## config.mk

```make
export PLATFORM = sky130hd
export DESIGN_NAME = fifo_butterfly_reader
export DESIGN_NICKNAME = d
export VERILOG_FILES = /design/src/rtl/fifo_butterfly_reader.sv
export SDC_FILE = /design/constraint.sdc
export NUM_CORES = 1
export LEC_CHECK = 0
export BUFFER_PORTS_ARGS = -buffer_cell sky130_fd_sc_hd__buf_2
export CAP_MARGIN = 20
export CORE_MARGIN = 2
export CORE_UTILIZATION = 40
export DETAILED_ROUTE_END_ITERATION = 7
export MAX_ROUTING_LAYER = met4
export PLACE_DENSITY = 0.67
export SYNTH_ARGS = -nofsm -noshare
export SYNTH_HDL_FRONTEND = slang
export SYNTH_SLANG_ARGS = --single-unit
```

## constraint.sdc

```tcl
create_clock -name clk -period 2.45 [get_ports clk]
set_clock_uncertainty 0.1 [all_clocks]
set_input_delay 0.49 -clock clk [delete_from_list [all_inputs] [get_ports clk]]
set_output_delay 0.49 -clock clk [all_outputs]
set_load 0.02 [all_outputs]
```

## src/rtl/fifo_butterfly_reader.sv

```systemverilog
// Radix-2 butterfly consumer: pops operand pairs from a show-ahead FIFO and emits sum/diff.
// Optional BFLY_SCALE_EN halves both results (arithmetic shift) for per-stage scaling.
module fifo_butterfly_reader #(
  parameter int DATA_WIDTH = 8,
  parameter int PTR_SIZE   = 5,
  parameter int PAIR_CNT_W = 16
) (
  input  logic                    clk,
  input  logic                    rst_n,
  input  logic [DATA_WIDTH-1:0]   fifo_data,
  input  logic                    fifo_empty,
  input  logic [PTR_SIZE:0]       fifo_count,
  output logic                    fifo_re,
  input  logic                    flush,
  output logic                    out_valid,
  input  logic                    out_ready,
  output logic [DATA_WIDTH:0]     out_sum,
  output logic [DATA_WIDTH:0]     out_diff,
  output logic [PAIR_CNT_W-1:0]   pair_count,
  output logic                    busy
);

  typedef enum logic [1:0] {
    S_A   = 2'd0,
    S_B   = 2'd1,
    S_OUT = 2'd2
  } state_t;

  state_t                        state;
  logic        [DATA_WIDTH-1:0]  a;
  logic        [DATA_WIDTH-1:0]  b_val;
  logic signed [DATA_WIDTH:0]    a_ext;
  logic signed [DATA_WIDTH:0]    b_ext;
  logic signed [DATA_WIDTH:0]    sum_full;
  logic signed [DATA_WIDTH:0]    diff_full;
  logic        [DATA_WIDTH:0]    sum_res;
  logic        [DATA_WIDTH:0]    diff_res;
  logic                          unused_count;

  // Occupancy is reported for status only; control relies on fifo_empty alone.
  assign unused_count = ^fifo_count;

  // b is forced to zero only on the flush path, where the FIFO is empty.
  assign b_val     = fifo_empty ? '0 : fifo_data;
  assign a_ext     = {a[DATA_WIDTH-1], a};
  assign b_ext     = {b_val[DATA_WIDTH-1], b_val};
  assign sum_full  = a_ext + b_ext;
  assign diff_full = a_ext - b_ext;

`ifdef BFLY_SCALE_EN
  assign sum_res  = sum_full >>> 1;
  assign diff_res = diff_full >>> 1;
`else
  assign sum_res  = sum_full;
  assign diff_res = diff_full;
`endif

  always_comb begin
    fifo_re = 1'b0;
    if (rst_n) begin
      case (state)
        S_A:     fifo_re = !fifo_empty;
        S_B:     fifo_re = !fifo_empty;
        S_OUT:   fifo_re = out_ready && !fifo_empty;
        default: fifo_re = 1'b0;
      endcase
    end
  end

  always_ff @(posedge clk or negedge rst_n) begin
    if (!rst_n) begin
      state      <= S_A;
      a          <= '0;
      out_valid  <= 1'b0;
      out_sum    <= '0;
      out_diff   <= '0;
      pair_count <= '0;
      busy       <= 1'b0;
    end else begin
      case (state)
        S_A: begin
          if (fifo_re) begin
            a     <= fifo_data;
            state <= S_B;
            busy  <= 1'b1;
          end
        end
        S_B: begin
          if (fifo_re || flush) begin
            out_sum   <= sum_res;
            out_diff  <= diff_res;
            out_valid <= 1'b1;
            state     <= S_OUT;
          end
        end
        S_OUT: begin
          if (out_ready) begin
            pair_count <= pair_count + PAIR_CNT_W'(1);
            out_valid  <= 1'b0;
            // Back-to-back: the next operand a is popped on the acceptance edge.
            if (fifo_re) begin
              a     <= fifo_data;
              state <= S_B;
            end else begin
              state <= S_A;
              busy  <= 1'b0;
            end
          end
        end
        default: begin
          state     <= S_A;
          out_valid <= 1'b0;
          busy      <= 1'b0;
        end
      endcase
    end
  end

endmodule

```

==> impl_results.rst <==
.. list-table::
   :header-rows: 1

   * - Metric
     - Value
   * - Post-layout net count
     - 344
   * - Crit Path Max Fanout
     - 2
   * - Post-DP HPWL
     - 3820 um
   * - Post-CTS Hold Buffers
     - 0
   * - Setup repair after global routing missed its margin
     - no
   * - Number of H-tree branching levels
     - 2
   * - Dominant register cell in the synthesized netlist
     - dfrtp_1
   * - Post-synthesis instance area
     - 2584 um^2
   * - Final worst-path cycle share
     - 0.8742
   * - Effective utilization at floorplan
     - 0.4092
   * - Wirelength per Cell
     - 12.86 um
   * - Pwr/cell area
     - 929.1 nW/um^2
   * - Total count of max-transition violations in the final report
     - 0
   * - Antenna Cells
     - 0
   * - Synth top area cells
     - dfrtp_1 44%, ha_1 8.2%, xnor2_1 4.4%, mux2_2 4.4%, o21ai_0 3.5%
   * - Fraction of synthesis flops using an asynchronous set or reset pin
     - 1.000
   * - Slowest stage cell, crit path
     - fa_1
   * - Crit path kind
     - in -> reg
   * - Wire length after detailed routing
     - 4940 um
   * - Core outline area
     - 6314 um^2
   * - First-pass GRT wire length
     - 8459 um
   * - Number of setup buffers added after CTS
     - 0
   * - Count of endpoints failing setup in the final report
     - 0
   * - Endpoints failing hold
     - 0
   * - Worst hold slack
     - 0.2083 ns
   * - Post-Syn Instances
     - 253
   * - Final critical path time including I/O delays and setup
     - 2.142 ns
   * - Overall die area
     - 7118 um^2
   * - Area added between synthesis and finish
     - 16.37%
   * - Number of flops mapped to enable cells by yosys
     - 0
   * - Floorplan row count
     - 29
   * - Global Route Usage Sum
     - 0.1529
   * - Required time reported for the critical path endpoint
     - 2.57 ns
   * - Antenna violations before repair
     - 0
   * - Cell accounting for the most synthesized area
     - dfrtp_1
   * - Reported max-cap violation count
     - 0
   * - Post-synthesis area per instance
     - 10.21 um^2
   * - Startpoint type of the worst setup path
     - primary input
   * - RePlAce Congestion
     - 0.7704
   * - Transition time of the tightest slew-check pin
     - 0.5725 ns
   * - Leakage component of the power
     - 1.506 nW
   * - Vias in the first global route
     - 1792
   * - Total number of vias
     - 1899
   * - Placement-stage worst setup slack
     - -0.009695 ns
   * - Number of vias per cell after detailed routing
     - 4.945
   * - Clk root buf
     - clkbuf_8
   * - Max VDD drop
     - 0.3810 mV
   * - Floorplan die height
     - 84.37 um
   * - Share of the synthesized area in the top cell type
     - 0.4358
   * - Final total negative setup slack
     - 0 ns
   * - Number of buffers on the longest clock path
     - 2
   * - Number of distinct library cells after synthesis
     - 46
   * - Clock slew seen by the registers of the worst setup and hold paths
     - 0.09 ns
   * - Status
     - completed
   * - 1st-iter DRT viols
     - 65
   * - Post-route ant nets
     - 0
   * - Remaining global-route overflow
     - 0
   * - Residual DRC count
     - 0
   * - Clock tree from TritonCTS
     - done
   * - Clock sinks
     - 45
   * - Maximum achievable frequency
     - 466.9 MHz
   * - Post_cts resized
     - 0
   * - Cts bufs inserted
     - 5
   * - Final core occ
     - 0.4762
   * - Worst-skew pair later-pin latency
     - 0.30 ns
   * - Largest net degree at the start of global routing
     - 46
   * - Number of warnings issued by yosys
     - 0
   * - Worst min-delay path class
     - in -> async
   * - Sequential-to-total area share from yosys stat
     - 0.4358
   * - Share of layout cells above drive strength 1
     - 0.2671
   * - Critical Path Max Stage Delay
     - 0.39 ns
   * - Number of synthesized register bits
     - 45
   * - Setup slack after layout
     - 0.3081 ns
   * - Buffers on Ports
     - 49
   * - Worst slew slack as a fraction of its limit
     - 0.6183
   * - Chip Width
     - 84.37 um
   * - Pre-Repair DR Iteration Count
     - 4
   * - Crit end category
     - flop
   * - Arrival time reported for the critical path endpoint
     - 2.26 ns
   * - Synthesized net count
     - 291
   * - Cell-by-cell trace of the critical path
     - buf_2 -> nor2b_1 -> ha_1 -> fa_1 -> nand2b_1 -> a21oi_1 -> o31a_1 -> or3_1 -> a31oi_1
   * - Number of primary I/O pins
     - 56
layout by cell type, fill, tap and decap left out, types with 2 or more instances in the layout:
master    instances
ha_1             17
mux2_2           10
o22ai_1           2
xor2_1            9
inv_1            17
o21a_1            3
o31a_1            3
o21ai_0          18
clkbuf_8          5
and3_1            2
buf_4             6
nand3_1           5
fa_1              2
nor2_1           15
xnor2_1          13
nor2b_1           4
nor3_1            4
o31ai_1           3
nand2b_1         14
buf_2            49
or4_1             2
nor3_2            2
nand4_4           2
nand2_1          23
dfrtp_1          45
a211oi_1          2
nor3b_1           2
a21oi_1           8
power breakdown:
group          switching [mW]  internal (mW)
clock network           0.266          0.203
logic                   0.694          0.492
registers               0.176          0.963
total                    1.14           1.66
critical path: cells and delay by family:
| kind | cells | cell delay (ns) |
|---|---|---|
| compound gates | 3 | 0.53 |
| fa+ha+maj | 2 | 0.60 |
| buf+inv | 1 | 0.11 |
| simple gates | 3 | 0.55 |
layer usage:
metal	vias up	part of all wire	track usage
li1	966	-	-
met1	880	0.48	0.2060
met2	48	0.46	0.2302
met3	5	0.040	0.02950
met4	0	0.018	0.05628
met5	-	0	-
metrics by stage:
step	total power, mW	instances	instance area, um^2
2_1_floorplan	1.975	253	2584
3_3_place_gp	2.317	376	2917
3_5_place_dp	2.358	376	2917
4_1_cts	2.837	384	3007
5_1_grt	3.011	384	3007
6_report	2.794	384	3007
layout make-up:
type | count | area, um^2
sequential | 45 | 1126
multi-input combinational | 182 | 1340
tap | 77 | 96.34
fill | 629 | 3307
clock buffer | 5 | 68.82
inverter | 17 | 63.81
clock inverter | 3 | 21.27
timing repair buffer | 55 | 290.3
registers in the layout, summed over array words and instances, names as in the netlist:
register and cells:
out_diff 8, out_sum 9, state 2, pair_count 16, busy 1, out_valid 1, a 8
cells in the mapped netlist, drive strengths merged, types with 5 or more instances:
master,number
ha,17
nand2b,14
dfrtp,45
nand3,5
xor2,9
nor2,15
nand2,23
mux2,10
xnor2,13
o21ai,19
inv,17
clkbuf,5
nor3,6
a21oi,8
cell families after synthesis:
logic type	synth area share
compound gates	0.1254
xor+xnor	0.07458
fa+ha+maj	0.09782
buf+inv	0.04552
flops	0.4358
mux	0.04358
simple gates	0.1772
final timing paths:
path	start	endpoint	slack, ns	cells past startpoint
max in group asynchronous	rst_n	pair_count[0]	1.64	2
setup / recovery	fifo_data[0]	out_sum[6]	0.31	9
hold / removal	rst_n	pair_count[10]	0.21	2
min in group clk	fifo_data[5]	a[5]	0.34	2
hold reg to reg	out_diff[3]	out_diff[3]	0.38	2
setup reg to reg	a[0]	out_sum[6]	0.32	7
No activity file was read; power rests on OpenSTA's default activity.
